[config.mk]
export PLATFORM = sky130hd
export DESIGN_NAME = mem_wb_writeback
export DESIGN_NICKNAME = d
export VERILOG_FILES = /design/src/rtl/mem_wb_writeback.sv
export SDC_FILE = /design/constraint.sdc
export NUM_CORES = 1
export LEC_CHECK = 0
export BUFFER_PORTS_ARGS = -buffer_cell sky130_fd_sc_hd__buf_2
export CAP_MARGIN = 20
export CORE_MARGIN = 8
export CORE_UTILIZATION = 40
export CTS_BUF_LIST = sky130_fd_sc_hd__clkbuf_4 sky130_fd_sc_hd__clkbuf_8 sky130_fd_sc_hd__clkbuf_16
export CTS_CLUSTER_SIZE = 24
export DETAILED_ROUTE_END_ITERATION = 7
export PLACE_DENSITY = 0.72
export SLEW_MARGIN = 20
export SYNTH_ARGS = -nofsm -noshare
export SYNTH_HDL_FRONTEND = slang
export SYNTH_SLANG_ARGS = --single-unit
[constraint.sdc]
create_clock -name clk -period 7.78 [get_ports clk]
set_clock_uncertainty 0.2 [all_clocks]
set_input_delay 1.556 -clock clk [delete_from_list [all_inputs] [get_ports clk]]
set_output_delay 1.556 -clock clk [all_outputs]
set_load 0.02 [all_outputs]
[src/rtl/mem_wb_writeback.sv]
// MEM/WB stage register, write-back value select/extension, halt FSM and
// retire/bubble statistics. Defining WB_STAT_EN builds the statistics counters.
module mem_wb_writeback (
    input  logic        clk,
    input  logic        rst,
    input  logic        go,
    input  logic        clear,
    input  logic        restart,
    input  logic        mem_valid,
    input  logic [4:0]  mem_rw,
    input  logic        mem_reg_we,
    input  logic [1:0]  mem_wsel,
    input  logic [31:0] mem_alu_result,
    input  logic [31:0] mem_rdata,
    input  logic [1:0]  mem_size,
    input  logic        mem_unsigned,
    input  logic [11:0] mem_pc_4,
    input  logic        mem_halt,
    output logic [4:0]  rW,
    output logic        WE,
    output logic [31:0] w,
    output logic        wb_valid,
    output logic        halted,
    output logic [31:0] retired_cnt,
    output logic [31:0] bubble_cnt
);
    // state    | meaning
    // S_RUN    | normal operation, stage follows restart/clear/go
    // S_HALTED | halt instruction retired; stage forced to bubble until restart
    typedef enum logic {S_RUN = 1'b0, S_HALTED = 1'b1} state_e;

    typedef struct packed {
        logic        valid;
        logic [4:0]  rw;
        logic        reg_we;
        logic [1:0]  wsel;
        logic [31:0] alu_result;
        logic [31:0] rdata;
        logic [1:0]  size;
        logic        is_unsigned;
        logic [11:0] pc_4;
        logic        halt;
    } stage_t;

    state_e state_q, state_d;
    stage_t stage_q, stage_d;
    logic   halt_now;

    always_ff @(posedge clk or posedge rst) begin
        if (rst) begin
            state_q <= S_RUN;
            stage_q <= '0;
        end else begin
            state_q <= state_d;
            stage_q <= stage_d;
        end
    end

    // The halt entry leaves the stage on the same edge that enters HALTED.
    assign halt_now = (state_q == S_RUN) && stage_q.valid && stage_q.halt;

    always_comb begin
        state_d = state_q;
        stage_d = stage_q;
        if (restart) begin
            state_d = S_RUN;
            stage_d = '0;
        end else if (state_q == S_HALTED || halt_now) begin
            state_d = S_HALTED;
            stage_d = '0;
        end else if (clear) begin
            stage_d = '0;
        end else if (go) begin
            stage_d.valid       = mem_valid;
            stage_d.rw          = mem_rw;
            stage_d.reg_we      = mem_reg_we;
            stage_d.wsel        = mem_wsel;
            stage_d.alu_result  = mem_alu_result;
            stage_d.rdata       = mem_rdata;
            stage_d.size        = mem_size;
            stage_d.is_unsigned = mem_unsigned;
            stage_d.pc_4        = mem_pc_4;
            stage_d.halt        = mem_halt;
        end
    end

    logic [7:0]  ld_byte;
    logic [15:0] ld_half;
    logic [31:0] ld_ext;

    always_comb begin
        ld_byte = stage_q.rdata[{stage_q.alu_result[1:0], 3'b000} +: 8];
        ld_half = stage_q.alu_result[1] ? stage_q.rdata[31:16] : stage_q.rdata[15:0];
        case (stage_q.size)
            2'd1:    ld_ext = stage_q.is_unsigned ? {16'h0000, ld_half}
                                                  : {{16{ld_half[15]}}, ld_half};
            2'd2:    ld_ext = stage_q.is_unsigned ? {24'h000000, ld_byte}
                                                  : {{24{ld_byte[7]}}, ld_byte};
            default: ld_ext = stage_q.rdata;
        endcase
        case (stage_q.wsel)
            2'd1:    w = ld_ext;
            2'd2:    w = {20'h00000, stage_q.pc_4};
            default: w = stage_q.alu_result;
        endcase
    end

    assign rW       = stage_q.rw;
    assign WE       = stage_q.valid & stage_q.reg_we & ~stage_q.halt & (stage_q.rw != 5'd0);
    assign wb_valid = stage_q.valid;
    assign halted   = (state_q == S_HALTED);

`ifdef WB_STAT_EN
    logic [31:0] retired_q, retired_d;
    logic [31:0] bubble_q, bubble_d;
    logic        stage_moves;

    // A held (stalled) entry is counted only when it finally leaves the stage.
    assign stage_moves = go | clear | halt_now;

    always_comb begin
        retired_d = retired_q;
        bubble_d  = bubble_q;
        if (restart) begin
            retired_d = '0;
            bubble_d  = '0;
        end else if (state_q == S_RUN) begin
            if (stage_q.valid && stage_moves) retired_d = retired_q + 32'd1;
            if (!stage_q.valid)               bubble_d  = bubble_q + 32'd1;
        end
    end

    always_ff @(posedge clk or posedge rst) begin
        if (rst) begin
            retired_q <= '0;
            bubble_q  <= '0;
        end else begin
            retired_q <= retired_d;
            bubble_q  <= bubble_d;
        end
    end

    assign retired_cnt = retired_q;
    assign bubble_cnt  = bubble_q;
`else
    assign retired_cnt = 32'h0;
    assign bubble_cnt  = 32'h0;
`endif

endmodule

# Word level (Yosys, flattened, before mapping)
# Cells that the tools add are included.
# W data, S select, Z words.
# classes
add_sub_neg,0
n_mul,0
n_div,0
n_lt_le_gt_ge,0
eq_ne,4
shifts,1
muxes,11
bitwise_logic,5
reduce_logical,6
# ops
op,n
$mux W89,4
$pmux W32 S2,2
$mux W32,2
$shiftx A32 B6 Y8,1
$mux W16,1
$reduce_bool A5 Y1,1
$eq A2 B1 Y1 const B,2
$eq A2 B2 Y1 const B,2
$reduce_bool A4 Y1,1
$and A1 B1 Y1,3
$logic_and A1 B1 Y1,2
$mux W1,2
$not A1 Y1,2
$reduce_bool A2 Y1,1
$logic_or A1 B1 Y1,1
# word_totals
regBits,90
latchBits,0
mem_bits_rw,0
romBits,0
in_bits,94
output_inout_bits,104
wordCells,38
n_memories,0

# Depth between registers and ports, before layout
# Gate-level depths: netlist of run 1.
# logic_depth
depth_word,6
depth_mapped,7
ltp_nobuf,6

# Worst setup path after synthesis of run 1
# Ideal clock, no wire load.
# synth_timing
kind,register to output
startpoint,register stage_q[14] in the netlist's numbering
endpoint,output port w[2]
arrival_ns,1.954
required_ns,6.024
path_slack_ns,4.070
stages_incl_launch_ff,7
path_buffers,2
cell_sequence,dfrtp_1 -> inv_1 -> ha_1 -> buf_2 -> buf_1 -> o22ai_1 -> a311oi_1
# synth_via
elab_chain_len,3
elab_cells_between_ends,4
classes_between,eq/ne: 2; mux: 2
# synth_lines
item,line_no,rtl
"start, declared",46,"stage_t stage_q, stage_d;"
"start signal, assigned",55,stage_q <= stage_d;
$eq A2 B2 Y1 or $eq A2 B1 Y1 (tied branches),94,case (stage_q.size)
$pmux W32 S2 *,94,
$pmux W32 S2 *,101,case (stage_q.wsel)
"end, declared",21,"output logic [31:0] w,"
# Mark *: on every way between the ends. The rest lies on a longest branch, timed or not.

# Worst setup path in the final report of run 1
# layout_timing
startpoint,register stage_q[49] in the netlist's numbering
endpoint,output port w[29]
# layout_via
elab_chain_len,4
elab_cells_between_ends,6
classes_between,shift: 1; mux: 5
# layout_lines
item,line_no
$shiftx A32 B6 Y8 or $mux W16 (tied branches),"92, 93"
"$mux W32, on equally long branches","97, 95"
$pmux W32 S2 *,94
$pmux W32 S2 *,101
# Marks and branches as above.

==> out/metrics.cfg, run 1 <==
[outcome]
status = completed

[yosys]
synth_top_area_share_pct = 43.0
yosysWarningCount = 0
synth.cell_area_sq_um = 5240
syn_avg_cell_area_sq_um = 9.98
ys_seq_area_share_pct = 43.0
synth_cell_type_count = 34
syn-instance-count = 525
ys_ff_latch = 90
synth_area_leader_cell = dfrtp_1
synth_area_leaders = dfrtp_1 43%, mux2i_1 18%, buf_4 10%

[setup_path]
timing.rr.start = wb_valid
crit_path_end_kind = output pin
cp-start-kind = register
crit_fanout = 19
path_delay_family = compound AO/OA/AOI/OAI gates
required_ps = 6020
crit_chain = mux4_2, nand2_2, a2111oi_4, a221o_1, buf_2
crit_arrival_ps = 3030
crit_type = register to output pin
worst-path-buf-inv = 1
crit_slowest_cell = a2111oi_4
cp-startpoint = stage_q[49]
slowest_delay_ps = 910

[sta]
post-route-min-period_ps = 4780
max_freq_ghz = 0.209
setup_viol = 0
rsz0062_at_grt = no
fin_crit_sh_pct = 61.5
drv_slew = 0
worst_pin_slew_ps = 1040
finalHoldViolCount = 0
setup_tns_ps = 0
slew_headroom_pct = 30.8

[detailed_routing]
via_per_inst = 5.00
wl_per_cell_um = 18.5
drt_pass1_iterations = 4
drcViolationCount = 0
wirelength_um = 15000
routed-via-count = 4061
ant_nets = 0
drt_iter0_drc = 221

[placement]
gp_congestion = 0.864
placed_cell_area_sq_um = 5730
dp.cells = 796
io_buffers = 133
hpwl_um = 11200

[floorplan]
chipWidth_um = 130
ioPinCount = 198
core_sq_um = 13000
die_area_sq_um = 17000
initial_core_util_pct = 40.2
die_h_um = 130
core.rowCount = 42

[finish]
final_common_cell = buf_2
diodes = 0
fillers = 1269
final_cell_mix = 132 x buf_2, 101 x nor2_1, 96 x mux2i_1
ff_latch_area_sq_um = 2250
nNetsFinal = 729
final_cells = 812
finalInstanceArea_sq_um = 6010
multi_input_area_sq_um = 2510
drive_above_1_share_pct = 26.9
syn_to_final_growth_pct = 14.8

[clocking]
clkTransAtPathRegs_ps = 60
postCtsHoldBufs = 0
clockBufferDepth = 2
cts_inserted_buffers = 9
htreeDepth = 3
cts_sinks = 90
post-cts-setup-buffers = 0
root_buffer = clkbuf_16
insertion_delay_ps = 350
cts_tree = built
cts_resized = 0

[global_route]
overflow = 0
grt_max_degree = 90
antenna_found_initial = 0
grt_first_pass_wirelength_um = 22600
grt_pass1_vias = 4089
grtUsageTotal_pct = 17.6

[power]
power_density_nw_per_um2 = 181
power.leakage_nw = 3.19
peakVddDrop_v = 0.0000885

[job]
cap_violations = 0

[hold_path]
hold_path_startpoint = stage_q[72]
hold_class = register to register

## layer usage
metal | track usage, % | up-vias | wire [um] | part of all wire (%)
li1 | - | 1909 | - | -
met1 | 22.2 | 1954 | 6350 | 42
met2 | 28.2 | 180 | 6910 | 46
met3 | 5.07 | 18 | 1530 | 10
met4 | 6.35 | 0 | 264 | 1.8
met5 | 0 | - | 0 | 0
## logic make-up after synthesis
family,Yosys count,synth area share (%)
AND/OR/NAND/NOR,131,10.4
buffers and inverters,118,13.7
multiplexers,99,19.2
flip-flops,90,43.0
AO/OA/AOI/OAI,82,12.7
adder cells (fa/ha/maj),4,0.956
other,1,0.0716
## state kept, by name (all words and copies together) (netlist names)
signal / flops
wb_valid: 1
rW: 5
stage_q: 83
halted: 1
## cells in the mapped netlist (all sizes together)
| master | number |
|---|---|
| o21ai | 8 |
| a32o | 3 |
| a221o | 16 |
| a2111oi | 1 |
| a211oi | 7 |
| buf | 83 |
| nor2b | 7 |
| a21o | 3 |
| nand3 | 1 |
| nand2 | 8 |
| clkinv | 1 |
| dfrtp | 90 |
| o22ai | 7 |
| mux4 | 1 |
| ha | 4 |
| mux2 | 2 |
| a221oi | 12 |
| and2 | 1 |
| nor3 | 1 |
| a2bb2oi | 7 |
| clkbuf | 22 |
| mux2i | 96 |
| a21oi | 13 |
| conb | 1 |
| a311oi | 1 |
| inv | 12 |
| o221ai | 4 |
| nor2 | 102 |
| nand2b | 11 |
## path summary, 6_finish.rpt
kind,cells past startpoint,to,slack [ps]
worst max-delay path,5,w[29],3000
worst min register to register,2,stage_q[72],330
worst min-delay path,2,stage_q[72],330
min in group asynchronous,2,stage_q[40],1100
max in group asynchronous,3,stage_q[27],5200
worst max register to register,4,stage_q[69],5990
## metrics by stage
step / hold slack [ps] / total power, mW / worst slack [ps] / utilization, %
floorplan: 286 / 0.655 / 3690 / -
global placement: 296 / 0.684 / 3240 / 44.0
detailed placement: 314 / 0.688 / 3100 / 44.0
CTS: 328 / 1.10 / 2700 / 46.1
global route: 337 / 1.14 / 2780 / 46.1
finish: 329 / 1.09 / 3000 / 46.1
## where the power goes
part           switching, mW  internal [mW]
logic                  0.117         0.0653
registers             0.0148          0.483
clock network          0.178          0.232
## cell type report
type	instances	area share [%]
Multi-Input combinational cell	380	41.7
Sequential cell	90	37.5
Timing Repair Buffer	137	11.6
Clock buffer	12	4.22
Tap cell	176	3.66
Inverter	13	0.832
Clock inverter	4	0.458
## worst reg2reg max path: stages (launching register included)
cell     delay [ps]
dfrtp_1         390
a21oi_1         110
nand2_2          60
buf_4           690
nor2_1          180
No activity file was read; power rests on OpenSTA's default activity.
==> inputs of run 2 (changes only) <==
--- a/config.mk
+++ b/config.mk
@@ -12,7 +12,7 @@
 export CTS_BUF_LIST = sky130_fd_sc_hd__clkbuf_4 sky130_fd_sc_hd__clkbuf_8 sky130_fd_sc_hd__clkbuf_16
 export CTS_CLUSTER_SIZE = 24
 export DETAILED_ROUTE_END_ITERATION = 7
-export PLACE_DENSITY = 0.72
+export PLACE_DENSITY = 0.75
 export SLEW_MARGIN = 20
 export SYNTH_ARGS = -nofsm -noshare
 export SYNTH_HDL_FRONTEND = slang
==> constraint.sdc (replaced) <==
create_clock -name clk -period 4.02 [get_ports clk]
set_clock_uncertainty 0.2 [all_clocks]
set_input_delay 0.804 -clock clk [delete_from_list [all_inputs] [get_ports clk]]
set_output_delay 0.804 -clock clk [all_outputs]
set_load 0.02 [all_outputs]
==> out/metrics.cfg, run 2 (synthesis results as in run 1) <==
[global_route]
grt_first_pass_wirelength_um = 22700  ; +0.64%
grt_pass1_vias = 4007  ; -2.0%
grt_max_degree = 63  ; -30%
overflow = 0  ; unchanged
antenna_found_initial = 0  ; unchanged
grtUsageTotal_pct = 17.8  ; +0.25 points

[power]
p_int_mw = 1.63  ; +110%
swShare_pct = 27.4  ; -0.96 points
peakVddDrop_v = 0.000189  ; +110%
seq_power_share_pct = 42.8  ; -2.9 points
switchingPower_mw = 0.617  ; +99%
power.leakage_nw = 3.24  ; +1.8%
power_density_nw_per_um2 = 367  ; +100%
power_frac_comb_pct = 16.0  ; -0.7 points
p_clk_share_pct = 41.2  ; +3.6 points

[sta]
setup_tns_ps = 0  ; unchanged
post-route-min-period_ps = 3720
fin_crit_sh_pct = 92.5
setup_viol = 0  ; unchanged
worst_pin_slew_ps = 1020  ; -21.1 ps
slew_headroom_pct = 32.2  ; +1.4 points
drv_slew = 0  ; unchanged
rsz0062_at_grt = no
max_freq_ghz = 0.269
setup_slack_ps = 300  ; -2700 ps
finalHoldViolCount = 0  ; unchanged

[clocking]
cts_resized = 0  ; unchanged
root_buffer = clkbuf_16
clkTransAtPathRegs_ps = 70  ; about the same
cts_sinks = 90  ; unchanged
clockBufferDepth = 2  ; unchanged
cts_inserted_buffers = 9  ; unchanged
cts_tree = built
postCtsHoldBufs = 0  ; unchanged
htreeDepth = 3  ; unchanged
insertion_delay_ps = 350  ; about the same
post-cts-setup-buffers = 0  ; unchanged

[setup_path]
crit_fanout = 20  ; +1
cp-start-kind = register
crit_arrival_ps = 2720  ; -310 ps
crit_type = register to output pin
required_ps = 3020  ; -3000 ps
crit_path_end_kind = output pin

[detailed_routing]
ant_nets = 0  ; unchanged
drcViolationCount = 0  ; unchanged
drt_pass1_iterations = 4  ; unchanged
wirelength_um = 15500  ; +2.8%
via_per_inst = 5.05  ; +1.1%
drt_iter0_drc = 304  ; +38%
routed-via-count = 4145  ; +2.1%
wl_per_cell_um = 18.9  ; +1.8%

[finish]
regMostFlops = stage_q
nNetsFinal = 736  ; +0.96%
largest_register_ffs = 83  ; unchanged
drive_above_1_share_pct = 27.5  ; +0.64 points
final_cell_mix = 132 x buf_2, 102 x nor2_1, 96 x mux2i_1
syn_to_final_growth_pct = 16.9
final_common_cell = buf_2

[floorplan]
die_h_um = 130  ; unchanged
ioPinCount = 198  ; unchanged
die_area_sq_um = 17000  ; unchanged
chipWidth_um = 130  ; unchanged
initial_core_util_pct = 40.2  ; unchanged
core_sq_um = 13000  ; unchanged
core.rowCount = 42  ; unchanged

[hold_path]
hold_class = register to register

[outcome]
status = completed

[placement]
io_buffers = 133  ; unchanged
dp_worst_setup_slack_ps = 670  ; -2430 ps
hpwl_um = 11600  ; +3.0%
gp_congestion = 0.919  ; +6.3%

[job]
cap_violations = 0  ; unchanged

[run 2: worst paths after layout]
| kind | to | cells after the start | slack (ps) | startpoint |
|---|---|---|---|---|
| max in group asynchronous | stage_q[59] | 3 | 2450 | rst |
| min | stage_q[11] | 2 | 330 | stage_q[11] |
| min in group asynchronous | stage_q[66] | 2 | 420 | rst |
| min reg2reg | stage_q[11] | 2 | 330 | stage_q[11] |
| max reg2reg | stage_q[49] | 4 | 2040 | stage_q[0] |
| max | w[31] | 5 | 300 | stage_q[14] |
[run 2: power groups by stage]
stage                     Sequential [mW]  Clock, mW  Combinational (mW)
after global routing                0.964      0.981               0.393
after floorplan                     0.965          0               0.301
after global placement              0.977          0               0.353
final                               0.961      0.926               0.360
after detailed placement            0.977          0               0.358
after CTS                           0.960      0.950               0.359
[run 2: layout make-up]
type | count | area (sq um)
flip-flops and latches | 90 | 2250
clock buffers | 11 | 246
clock inverters | 5 | 77.6
inverters | 13 | 51.3
multi-input cells | 380 | 2510
repair buffers | 144 | 763
diodes | 1 | 2.50
well taps | 176 | 220
fillers | 1267 | 6910
[run 2: per-layer routing]
| layer | global-route usage [%] | routed length (um) | part of all wire [%] | up-vias |
|---|---|---|---|---|
| li1 | - | - | - | 1933 |
| met5 | 0 | 0 | 0 | - |
| met4 | 6.01 | 201 | 1.3 | 0 |
| met3 | 5.19 | 1630 | 11 | 14 |
| met1 | 23.1 | 6590 | 43 | 2005 |
| met2 | 28.0 | 7050 | 46 | 193 |
[run 2: worst max-delay path: stages (launching register included)]
cell       delay, ps
dfrtp_1          360
inv_1             50
ha_1             570
a2111oi_4        970
a221o_2          240
buf_2            160
[run 2: stage by stage]
| stage | util, % | instance area [sq um] | instances | hold WS (ps) | total power, mW |
|---|---|---|---|---|---|
| final | 47.0 | 6120 | 820 | 327 | 2.25 |
| after global routing | 46.9 | 6120 | 819 | 351 | 2.34 |
| after CTS | 46.9 | 6120 | 819 | 330 | 2.27 |
| after detailed placement | 44.5 | 5790 | 803 | 316 | 1.33 |
| after global placement | 44.5 | 5790 | 803 | 304 | 1.33 |
| after floorplan | - | 5470 | 588 | 286 | 1.27 |
==> inputs of run 3 (changes only) <==
--- a/config.mk
+++ b/config.mk
@@ -13,7 +13,9 @@
 export CTS_CLUSTER_SIZE = 24
 export DETAILED_ROUTE_END_ITERATION = 7
 export PLACE_DENSITY = 0.75
+export REMOVE_ABC_BUFFERS = 1
 export SLEW_MARGIN = 20
 export SYNTH_ARGS = -nofsm -noshare
 export SYNTH_HDL_FRONTEND = slang
 export SYNTH_SLANG_ARGS = --single-unit
+export TNS_END_PERCENT = 1
==> out/metrics.cfg, run 3 (synthesis results as in run 1) <==
[outcome]
status = completed

[global_route]
grtUsageTotal_pct = 16.7  ; -1.2 points
grt_max_degree = 90  ; +43%
grt_pass1_vias = 4144  ; +3.4%
grt_first_pass_wirelength_um = 21900  ; -3.8%
antenna_found_initial = 2  ; +2
overflow = 0  ; unchanged

[sta]
whs_ps = 326  ; -0.711 ps
setup_tns_ps = 0  ; unchanged
worst_pin_slew_ps = 976  ; -41.2 ps
finalHoldViolCount = 0  ; unchanged
setup_slack_ps = 423  ; +123 ps
setup_viol = 0  ; unchanged
fin_crit_sh_pct = 89.5  ; -3.1 points
slew_headroom_pct = 35.0  ; +2.7 points
drv_slew = 0  ; unchanged
max_freq_ghz = 0.278  ; +3.4%
post-route-min-period_ps = 3600  ; -123 ps
rsz0062_at_grt = no

[power]
power_density_nw_per_um2 = 363  ; -1.2%
p_int_mw = 1.62  ; -0.37%
swShare_pct = 26.9  ; -0.54 points
total_power_mw = 2.22  ; -1.1%
power_frac_comb_pct = 16.0  ; about the same
power.leakage_nw = 3.25  ; about the same
switchingPower_mw = 0.598  ; -3.1%
seq_power_share_pct = 43.2  ; +0.4 points
peakVddDrop_v = 0.000243  ; +29%
p_clk_share_pct = 40.8  ; -0.4 points

[clocking]
htreeDepth = 3  ; unchanged
root_buffer = clkbuf_16
cts_sinks = 90  ; unchanged
clockBufferDepth = 2  ; unchanged
postCtsHoldBufs = 0  ; unchanged
cts_tree = built
insertion_delay_ps = 350  ; about the same
clkTransAtPathRegs_ps = 60  ; about the same
cts_inserted_buffers = 9  ; unchanged
post-cts-setup-buffers = 0  ; unchanged
cts_resized = 0  ; unchanged

[finish]
multi_input_area_sq_um = 2510  ; +0.30%
ff_latch_area_sq_um = 2250  ; unchanged
regMostFlops = stage_q
nNetsFinal = 737  ; +0.14%
drive_above_1_share_pct = 27.6  ; +0.043 points
diodes = 0  ; -1
final_common_cell = buf_2
fillers = 1277  ; +0.79%
largest_register_ffs = 83  ; unchanged
final_cell_mix = 132 x buf_2, 102 x nor2_1, 96 x mux2i_1
syn_to_final_growth_pct = 16.9  ; about the same

[detailed_routing]
wirelength_um = 14500  ; -6.1%
ant_nets = 0  ; unchanged
drt_iter0_drc = 225  ; -26%
drt_pass1_iterations = 6  ; +2
drcViolationCount = 0  ; unchanged
via_per_inst = 4.97  ; -1.8%
wl_per_cell_um = 17.8  ; -5.9%
routed-via-count = 4062  ; -2.0%

[setup_path]
path_delay_family = flip-flops
crit_path_end_kind = output pin
cp-start-kind = register
slowest_delay_ps = 710  ; -260 ps
crit_slowest_cell = dfrtp_1
crit_chain = mux4_2, nand2_2, a2111oi_4, buf_4, a221o_2, buf_2
crit_arrival_ps = 2590  ; -130 ps
crit_fanout = 12  ; -40%
worst-path-buf-inv = 2  ; unchanged
required_ps = 3020  ; about the same
crit_type = register to output pin

[floorplan]
core_sq_um = 13000  ; unchanged
die_area_sq_um = 17000  ; unchanged
chipWidth_um = 130  ; unchanged
core.rowCount = 42  ; unchanged
initial_core_util_pct = 40.2  ; unchanged
ioPinCount = 198  ; unchanged
die_h_um = 130  ; unchanged

[placement]
hpwl_um = 10500  ; -9.3%
gp_congestion = 0.805  ; -12%
io_buffers = 133  ; unchanged
dp_worst_setup_slack_ps = 838  ; +169 ps

[hold_path]
hold_class = register to register

[job]
cap_violations = 0  ; unchanged

==> run 3: worst paths after layout <==
path | depth (start not counted) | endpoint | start | slack (ps)
max | 6 | w[19] | stage_q[49] | 420
min | 2 | stage_q[72] | stage_q[72] | 330
max reg2reg | 3 | stage_q[71] | wb_valid | 2130
min reg2reg | 2 | stage_q[72] | stage_q[72] | 330
max in group asynchronous | 3 | stage_q[3] | rst | 2570
min in group asynchronous | 2 | stage_q[21] | rst | 400
==> run 3: power groups by stage <==
stage | Combinational (mW) | Sequential, mW | Clock, mW
after floorplan | 0.223 | 0.969 | 0
after global placement | 0.352 | 0.975 | 0
after detailed placement | 0.356 | 0.975 | 0
after CTS | 0.357 | 0.958 | 0.920
after global routing | 0.391 | 0.962 | 0.958
final | 0.356 | 0.959 | 0.907
==> run 3: metrics by stage <==
step	std cells	utilization, %	instance area, sq um
6_report	818	47.0	6120
4_1_cts	818	47.0	6120
2_1_floorplan	483	-	4810
3_3_place_gp	804	44.6	5810
3_5_place_dp	804	44.6	5810
5_1_grt	818	47.0	6120
==> run 3: area by class of cell <==
type / count / share of cell area [%]
multi-input combinational: 380 / 41.1
sequential: 90 / 36.8
timing repair buffer: 145 / 12.6
clock buffer: 11 / 4.03
tap: 176 / 3.60
clock inverter: 3 / 1.06
inverter: 13 / 0.879
==> run 3: per-layer routing <==
layer | global-route usage [%] | vias to the layer above | share of wire [%]
met5 | 0 | - | 0.11
met4 | 4.32 | 4 | 1.2
met3 | 6.41 | 18 | 9.7
met2 | 26.7 | 155 | 47
met1 | 20.7 | 1960 | 42
li1 | - | 1925 | -
==> run 3: worst register-to-register path, delay by kind of cell (launching register included) <==
kind / cells / cell delay [ps]
AND/OR/NAND/NOR: 2 / 900
flip-flops: 1 / 400
AO/OA/AOI/OAI: 1 / 290
